[config.mk]
export PLATFORM = sky130hd
export DESIGN_NAME = iic_bus_arbiter
export DESIGN_NICKNAME = d
export VERILOG_FILES = /design/src/rtl/iic_bus_arbiter.sv
export SDC_FILE = /design/constraint.sdc
export NUM_CORES = 1
export LEC_CHECK = 0
export ABC_AREA = 0
export CORE_MARGIN = 1
export CORE_UTILIZATION = 30
export CTS_BUF_LIST = sky130_fd_sc_hd__clkbuf_16
export DETAILED_ROUTE_END_ITERATION = 12
export SLEW_MARGIN = 40
export SYNTH_ARGS = -nofsm -noshare
export SYNTH_HDL_FRONTEND = slang
export SYNTH_SLANG_ARGS = --single-unit
[constraint.sdc]
create_clock -name clk -period 4.4 [get_ports clk]
set_input_delay 0.88 -clock clk [delete_from_list [all_inputs] [get_ports clk]]
set_output_delay 0.88 -clock clk [all_outputs]
set_load 0.03 [all_outputs]
[src/rtl/iic_bus_arbiter.sv]
// Round-robin arbiter sharing one I2C master core between four requesters.
// Each grant issues one single-byte register read or write and returns the result to its owner.
module iic_bus_arbiter #(
   parameter int ADDR_W      = 13,
   parameter int DATA_W      = 8,
   parameter int TIMEOUT_CYC = 1000000,
   parameter int TO_W        = 24
) (
   input  logic                  clk,
   input  logic                  rst,
   input  logic [3:0]            req_valid,
   input  logic [3:0]            req_rw,
   input  logic [27:0]           req_dev,
   input  logic [4*ADDR_W-1:0]   req_addr,
   input  logic [4*DATA_W-1:0]   req_wdata,
   output logic [3:0]            req_ack,
   output logic [3:0]            rsp_done,
   output logic [DATA_W-1:0]     rsp_data,
   output logic                  rsp_timeout,
   output logic                  iic_wr_en,
   output logic                  iic_re_en,
   output logic [6:0]            iic_dev,
   output logic [ADDR_W-1:0]     iic_addr,
   output logic [DATA_W-1:0]     iic_wdata,
   input  logic [DATA_W-1:0]     iic_rdata,
   input  logic                  iic_done,
   output logic                  busy,
   output logic [1:0]            grant_id
);

   typedef enum logic [1:0] {
      IDLE  = 2'd0,
      ISSUE = 2'd1,
      WAIT  = 2'd2,
      RESP  = 2'd3
   } state_t;

   localparam bit            TO_EN   = (TIMEOUT_CYC != 32'sd0);
   localparam logic [TO_W-1:0] TO_LAST = TO_W'(TIMEOUT_CYC - 32'sd1);

   state_t              state, state_nx;
   logic [1:0]          ptr, ptr_nx;
   logic                rw, rw_nx;
   logic                done_d;
   logic [TO_W-1:0]     cnt, cnt_nx;
   logic [3:0]          ack_nx, done_nx;
   logic                wr_nx, re_nx, to_nx, busy_nx;
   logic [DATA_W-1:0]   rsp_data_nx, wdata_nx;
   logic [6:0]          dev_nx;
   logic [ADDR_W-1:0]   addr_nx;
   logic [1:0]          grant_nx;
   logic [7:0]          rot;
   logic [1:0]          offset;
   logic [1:0]          sel;

   // Round-robin pick: rotate the request vector so ptr lands at bit 0, take the lowest set bit.
   always_comb begin
      rot = {req_valid, req_valid} >> ptr;
      casez (rot[3:0])
         4'b???1: offset = 2'd0;
         4'b??10: offset = 2'd1;
         4'b?100: offset = 2'd2;
         4'b1000: offset = 2'd3;
         default: offset = 2'd0;
      endcase
      sel = ptr + offset;
   end

   // Next-state and next-output logic; every output is registered from these values.
   always_comb begin
      state_nx    = state;
      ptr_nx      = ptr;
      rw_nx       = rw;
      cnt_nx      = cnt;
      ack_nx      = 4'b0000;
      done_nx     = 4'b0000;
      wr_nx       = 1'b0;
      re_nx       = 1'b0;
      rsp_data_nx = rsp_data;
      to_nx       = rsp_timeout;
      dev_nx      = iic_dev;
      addr_nx     = iic_addr;
      wdata_nx    = iic_wdata;
      grant_nx    = grant_id;
      case (state)
         IDLE: begin
            if (|req_valid) begin
               state_nx = ISSUE;
               grant_nx = sel;
               ptr_nx   = sel + 2'd1;
               rw_nx    = req_rw[sel];
               dev_nx   = req_dev[7*int'(sel) +: 7];
               addr_nx  = req_addr[ADDR_W*int'(sel) +: ADDR_W];
               wdata_nx = req_wdata[DATA_W*int'(sel) +: DATA_W];
               ack_nx   = 4'b0001 << sel;
               wr_nx    = ~req_rw[sel];
               re_nx    = req_rw[sel];
            end else begin
               state_nx = IDLE;
            end
         end
         ISSUE: begin
            cnt_nx   = {TO_W{1'b0}};
            state_nx = WAIT;
         end
         WAIT: begin
            // Only a fresh rising edge counts, so a done level left over from before is ignored.
            if (iic_done && !done_d) begin
               rsp_data_nx = iic_rdata;
               to_nx       = 1'b0;
               done_nx     = 4'b0001 << grant_id;
               state_nx    = RESP;
            end else if (TO_EN && (cnt == TO_LAST)) begin
               rsp_data_nx = {DATA_W{1'b1}};
               to_nx       = 1'b1;
               done_nx     = 4'b0001 << grant_id;
               state_nx    = RESP;
            end else begin
               cnt_nx = cnt + {{(TO_W-1){1'b0}}, 1'b1};
            end
         end
         RESP: begin
            state_nx = IDLE;
         end
         default: begin
            state_nx = IDLE;
         end
      endcase
      busy_nx = (state_nx != IDLE);
   end

   // State, command and response registers.
   always_ff @(posedge clk or posedge rst) begin
      if (rst) begin
         state       <= IDLE;
         ptr         <= 2'd0;
         rw          <= 1'b0;
         done_d      <= 1'b0;
         cnt         <= {TO_W{1'b0}};
         req_ack     <= 4'b0000;
         rsp_done    <= 4'b0000;
         rsp_data    <= {DATA_W{1'b0}};
         rsp_timeout <= 1'b0;
         iic_wr_en   <= 1'b0;
         iic_re_en   <= 1'b0;
         iic_dev     <= 7'd0;
         iic_addr    <= {ADDR_W{1'b0}};
         iic_wdata   <= {DATA_W{1'b0}};
         busy        <= 1'b0;
         grant_id    <= 2'd0;
      end else begin
         state       <= state_nx;
         ptr         <= ptr_nx;
         rw          <= rw_nx;
         done_d      <= iic_done;
         cnt         <= cnt_nx;
         req_ack     <= ack_nx;
         rsp_done    <= done_nx;
         rsp_data    <= rsp_data_nx;
         rsp_timeout <= to_nx;
         iic_wr_en   <= wr_nx;
         iic_re_en   <= re_nx;
         iic_dev     <= dev_nx;
         iic_addr    <= addr_nx;
         iic_wdata   <= wdata_nx;
         busy        <= busy_nx;
         grant_id    <= grant_nx;
      end
   end

endmodule

==> flow_summary_export.csv, run 1 <==
group,metric,value,unit
run_status,status,"finished, final reports clean",
final_layout,fin_util,0.470,
clocking,clk_latency,0.34,ns
setup_path,critPathMaxStageDelay,0.67,ns
grt,track_usage,0.183,
final_layout,fin_nets,794,
detailed_routing,drc,0,
yosys,yosysWarnings,0,
die,die_w,126,µm
clocking,numCtsBuffers,9,
yosys,synth_edf_count,0,
die,die_height,126,µm
grt,antenna_found_initial,0,
timing,period_share,0.840,
power_and_ir_drop,vdd_ir_drop_max,0.258,mV
timing,report.final.hold_viol_count,0,
yosys,synth_ff_type,"dfrtp_1",
detailed_routing,drt-met1-wl,5.72,mm
grt,grt_pass1_wl,22.6,mm
detailed_routing,vias_per_cell,5.32,
detailed_routing,vias,4499,
die,pin_count,181,
grt,grt_max_degree,77,
yosys,synth.distinct_cells,53,
detailed_routing,routed_wl,14.1,mm
timing,slew_viol_final,0,
die,core_area,0.0148,mm²
yosys,netlist.top_cell.by_area,"dfrtp_1",
die,initial_core_util,0.313,
setup_path,worstPathCellList,"clkdlybuf4s50_1, nor2b_1, a21oi_1, nor2_1, a21oi_1, o21ai_0, ha_4, buf_4, nor2b_1, a2111oi_0, o31ai_1",
setup_path,cp_data_arrival_time,3.90,ns
place,routabilityCongestion,0.863,
setup_path,path_class,"primary input to flip-flop",
setup_path,startpoint_type,"primary input",
detailed_routing,dr_wl_met2,6.81,mm
timing,fin_skew,0.00561,ns
timing,fin_ws,0.706,ns
place,io_buffers,180,
clocking,root_buffer,"clkbuf_16",
timing,maxSlewHeadroom,0.526,
timing,worstMarginPinSlew,0.712,ns
timing,fmax,271,MHz
clocking,cts_hold_buf,0,
detailed_routing,drt.antenna.violating_nets,0,
yosys,synthesis.nets,628,
setup_path,cp.required,4.61,ns
clocking,clk_pin_slew,0.06,ns
yosys,synth_area_per_cell,9.41,µm²
timing,setup_viol,0,
detailed_routing,drt-initial-drc-count,257,
yosys,synth_area,0.00462,mm²
clocking,numClockSinks,79,
detailed_routing,met3_length,1.19,mm
setup_path,cp_slowest_cell,"clkdlybuf4s50_1",
timing,setup_tns,0,ns
detailed_routing,route.top_layer_used,"met4",
clocking,cts_setup_buffers,0,
detailed_routing,wl_per_cell,16.7,µm
yosys,synth_top_area_frac,0.428,
clocking,cts_repair_resize_count,0,
final_layout,drive_gt1_frac,0.0635,
timing,rsz0062_at_grt,"no",
yosys,async_flop_share,1.00,
place,hpwl,10.6,mm
yosys,synthTopCellsByArea,"dfrtp_1 (43%), nor2b_1 (8.1%), a2111oi_0 (5.3%)",
clocking,cts_tree,"done",
grt,grt_remaining_overflow,0,
grt,grt_pass1_vias,4459,
clocking,cts_max_level,3,
setup_path,crit_fanout,76,
final_layout,syn_to_final_growth,50.1,%
timing,fin_crit,3.69,ns
final_layout,n_fill_cell,1380,
detailed_routing,dr.pass1.iters,4,
die,die-area,0.0159,mm²
clocking,clockBufferDepth,2,
hold_path,hp-class,"flip-flop to flip-flop",
power_and_ir_drop,power.density,676,mW/mm²
power_and_ir_drop,leakagePower,2.68,nW
yosys,ys_ff_latch,79,
setup_path,worst_setup_path_end_kind,"flip-flop",
yosys,seq_area_frac_synth,0.428,
final_layout,diodes,0,
die,rows,44,
place,post-place-ws,0.403,ns
run,max-cap-violations,0,
yosys,syn_inst,491,
-- critical path, delay by kind of cell --
family | cells | cell delay [ns]
adders and majority gates | 1 | 0.65
AOI/OAI and AO/OA | 5 | 0.99
and+or+nand+nor | 3 | 0.39
buffers and inverters | 2 | 0.94
-- Yosys cell counts, drive strengths merged, types with 2 or more instances --
library cell / n
nand2: 54
o21a: 3
nor2b: 62
inv: 11
nor4b: 2
and3: 4
and4: 3
a21oi: 9
ha: 6
and2: 2
or4: 5
o41a: 2
nand3: 9
or3: 2
nor3: 11
mux2i: 2
o31ai: 30
o22a: 8
xnor2: 14
nand3b: 3
clkbuf: 25
nor4: 9
buf: 16
dfrtp: 79
a31oi: 2
o211ai: 2
nor2: 28
o41ai: 2
o21ai: 13
a221oi: 28
nand4: 5
nor3b: 3
a2111oi: 28
-- area by class of cell --
| cell class | instances | area, µm² | area share |
|---|---|---|---|
| flip-flops and latches | 79 | 1980 | 0.285 |
| inverters | 11 | 46.3 | 0.00667 |
| multi-input cells | 360 | 2440 | 0.352 |
| well taps | 184 | 230 | 0.0332 |
| clock buffers | 9 | 225 | 0.0325 |
| repair buffers | 196 | 1930 | 0.278 |
| clock inverters | 6 | 86.3 | 0.0124 |
-- registers in the layout, summed over array words and instances (netlist names), 2 cells and up --
name / cells
cnt: 24
iic_addr: 13
iic_wdata: 8
rsp_data: 8
iic_dev: 7
req_ack: 4
rsp_done: 4
grant_id: 2
ptr: 2
state: 2
-- cells by family (layout without fill, tap and decap cells) --
group | count (synthesis) | in the layout | synth area share
AOI/OAI and AO/OA | 134 | 134 | 0.236
xor gates and xnor gates | 14 | 14 | 0.0265
adders and majority gates | 6 | 6 | 0.0162
buffers and inverters | 52 | 222 | 0.0523
DFF | 79 | 79 | 0.428
muxes | 2 | 2 | 0.00433
and+or+nand+nor | 204 | 204 | 0.237
-- final timing paths --
kind	from	end	slack, ns	cells past startpoint
worst min-delay path	iic_addr[2]	iic_addr[2]	0.47	2
min in group asynchronous	rst	iic_wdata[2]	0.94	2
worst max-delay path	req_valid[3]	iic_wdata[6]	0.71	11
max in group asynchronous	rst	rsp_data[0]	2.78	3
worst min register to register	iic_addr[2]	iic_addr[2]	0.47	2
worst max register to register	ptr[1]	iic_wdata[6]	1.51	9
-- through the flow --
stage	cells	power, mW	hold slack (ns)	cell area, µm²
2_1_floorplan	491	2.94	0.496	4620
3_3_place_gp	829	3.86	0.463	6600
3_5_place_dp	829	3.90	0.468	6600
4_1_cts	844	4.71	0.481	6920
5_1_grt	845	5.03	0.511	6940
6_report	845	4.69	0.473	6940
-- metal layers --
metal	up-vias	track usage
met5	-	0
met4	0	0.0971
met3	27	0.0603
met2	170	0.307
met1	2130	0.206
li1	2172	-
-- report_power, final --
part,switching (mW),total [mW],internal [mW]
Combinational,1.61,2.74,1.13
Sequential,0.181,1.16,0.979
Clock,0.298,0.789,0.491
-- placed cells by master, fill, tap and decap left out, types with 3 or more instances in the layout --
cell type        count
clkdlybuf4s50_1    180
dfrtp_1             79
nor2b_1             60
nand2_1             54
o31ai_1             30
a2111oi_0           28
a221oi_1            28
nor2_1              28
buf_4               15
xnor2_1             14
o21ai_0             11
inv_1               10
nor3_1              10
nand3_1              9
clkbuf_16            9
nor4_1               8
o22a_1               8
a21oi_1              8
nand4_1              5
or4_1                5
ha_1                 5
and3_1               4
nand3b_1             3
and4_1               3
o21a_1               3
nor3b_1              3
clkinvlp_4           3
No activity file was read; power rests on OpenSTA's default activity.
==> inputs of run 2 (changes only) <==
- clock period: 4.4 -> 3 ns (I/O delays scaled with it)
==> run 2 against run 1 <==
Combinational power rose by 59%. Clock skew about the same. First-iteration DRC count fell by 0.78%. Clock power is 28% higher. Worst hold slack better by 0.0017 ns. Core utilization rose by 1.3 points. Sequential share of layout area decreased by 0.76 points. Global-route usage fell by 0.15 points. Design area up 2.7%. Cell count up 2.1%. Non-clock buffer count up 17. Critical path type unchanged. Largest power group unchanged. Highest routed layer unchanged.
==> flow_summary_export.csv, run 2 (synthesis results as in run 1) <==
group,metric,value,unit
final_layout,drive_gt1_frac,0.0898,
die,initial_core_util,0.313,
place,place_inst,847,
final_layout,diodes,0,
clocking,clk_latency,0.34,ns
grt,grt_max_degree,65,
die,core_area,0.0148,mm²
power_and_ir_drop,leakagePower,2.79,nW
power_and_ir_drop,power.density,992,mW/mm²
detailed_routing,vias_per_cell,5.17,
clocking,numCtsBuffers,9,
place,hpwl,10.8,mm
clocking,cts_tree,"done",
clocking,cts_setup_buffers,0,
final_layout,layout_common_cells,"clkdlybuf4s50_1 (180), dfrtp_1 (79), nor2b_1 (60)",
final_layout,finalNonFillerCells,863,
detailed_routing,vias,4464,
die,pin_count,181,
place,routabilityCongestion,0.852,
final_layout,syn_to_final_growth,54.2,%
final_layout,final_common_cell,"clkdlybuf4s50_1",
detailed_routing,drc,0,
setup_path,cp.required,3.21,ns
final_layout,fin_util,0.483,
timing,maxSlewHeadroom,0.576,
timing,setup_viol,0,
timing,setup_tns,0,ns
run_status,status,"finished, final reports clean",
detailed_routing,drt-initial-drc-count,255,
run,max-cap-violations,0,
detailed_routing,routed_wl,13.9,mm
setup_path,path_class,"primary input to flip-flop",
clocking,clk_pin_slew,0.06,ns
power_and_ir_drop,vdd_ir_drop_max,0.467,mV
detailed_routing,dr.pass1.iters,7,
die,die-area,0.0159,mm²
grt,track_usage,0.181,
timing,slew_viol_final,0,
setup_path,crit_fanout,15,
grt,grt_remaining_overflow,0,
final_layout,largest_reg_flops,24,
die,rows,44,
final_layout,multiInputGateArea,0.00244,mm²
final_layout,fin_nets,811,
final_layout,n_fill_cell,1362,
timing,whs,0.475,ns
grt,grt_pass1_wl,22.6,mm
clocking,cts_max_level,3,
clocking,numClockSinks,79,
timing,fin_crit,2.77,ns
clocking,root_buffer,"clkbuf_16",
setup_path,worst_setup_path_end_kind,"flip-flop",
die,die_w,126,µm
timing,period_share,0.923,
die,die_height,126,µm
timing,fin_skew,0.00600,ns
final_layout,regMostFlops,"cnt",
setup_path,startpoint_type,"primary input",
grt,grt_pass1_vias,4490,
setup_path,cp_data_arrival_time,2.98,ns
timing,report.final.hold_viol_count,0,
grt,antenna_found_initial,0,
final_layout,reg_top3,"cnt x24, iic_addr x13",
hold_path,hp-class,"flip-flop to flip-flop",
detailed_routing,drt.antenna.violating_nets,0,
place,io_buffers,180,
detailed_routing,wl_per_cell,16.1,µm
timing,fmax,361,MHz
clocking,clockBufferDepth,2,
timing,rsz0062_at_grt,"no",
timing,worstMarginPinSlew,0.630,ns
final_layout,regArea,0.00198,mm²
run 2: cell count changes in the layout (fill, tap and decap cells not counted), moves of 2 or more:
cell,before,now
clkinv_2,0,3
a2111oi_1,0,3
bufinv_16,2,0
a2111oi_0,28,25
buf_12,0,9
buf_4,15,24
run 2: worst paths after layout:
| kind | from | endpoint | slack, ns | cells past startpoint |
|---|---|---|---|---|
| max | req_valid[1] | iic_addr[11] | 0.23 | 11 |
| min | iic_addr[7] | iic_addr[7] | 0.48 | 2 |
| max reg2reg | ptr[1] | iic_addr[11] | 0.56 | 9 |
| min in group asynchronous | rst | iic_wdata[4] | 0.59 | 2 |
| max in group asynchronous | rst | cnt[17] | 1.78 | 3 |
| min reg2reg | iic_addr[7] | iic_addr[7] | 0.48 | 2 |
run 2: timing repair:
| item | 4_1_cts | 5_1_grt |
|---|---|---|
| hold buffers | 0 | 0 |
| resized for setup | 0 | 3 |
| setup endpoints to repair | 0 | 3 |
run 2: per-layer routing:
metal / wire [µm] / global-route usage
met1: 5830 / 0.219
met2: 6670 / 0.304
met4: 237 / 0.0716
met5: 0 / 0
met3: 1140 / 0.0527
run 2: critical path: stages:
cell	delay (ns)
clkdlybuf4s50_1	0.50
inv_1	0.06
o21ai_0	0.16
a21oi_1	0.08
o21ai_0	0.15
o21ai_0	0.20
ha_4	0.47
buf_4	0.17
nor2b_1	0.04
a2111oi_0	0.41
o31ai_1	0.13
run 2: cell type report:
type                            count  share of cell area
Clock buffer                        9              0.0316
Clock inverter                      7             0.00702
Inverter                           11             0.00597
Multi-Input combinational cell    360               0.342
Sequential cell                    79               0.277
Tap cell                          184              0.0323
Timing Repair Buffer              213               0.303
run 2: through the flow:
stage / setup WS, ns / total power [mW] / cell area (µm²)
global route: 0.00319 / 7.61 / 7130
detailed placement: -0.140 / 6.09 / 6850
floorplan: 0.187 / 4.31 / 4620
global placement: -0.0735 / 6.03 / 6850
finish: 0.232 / 7.07 / 7130
CTS: 0.198 / 7.12 / 7120
run 2: power by group:
group          switching, mW  internal (mW)  leakage, nW
clock network          0.454          0.559        0.127
logic                   2.40           1.96         1.65
registers              0.259           1.44         1.00
total                   3.12           3.95         2.79
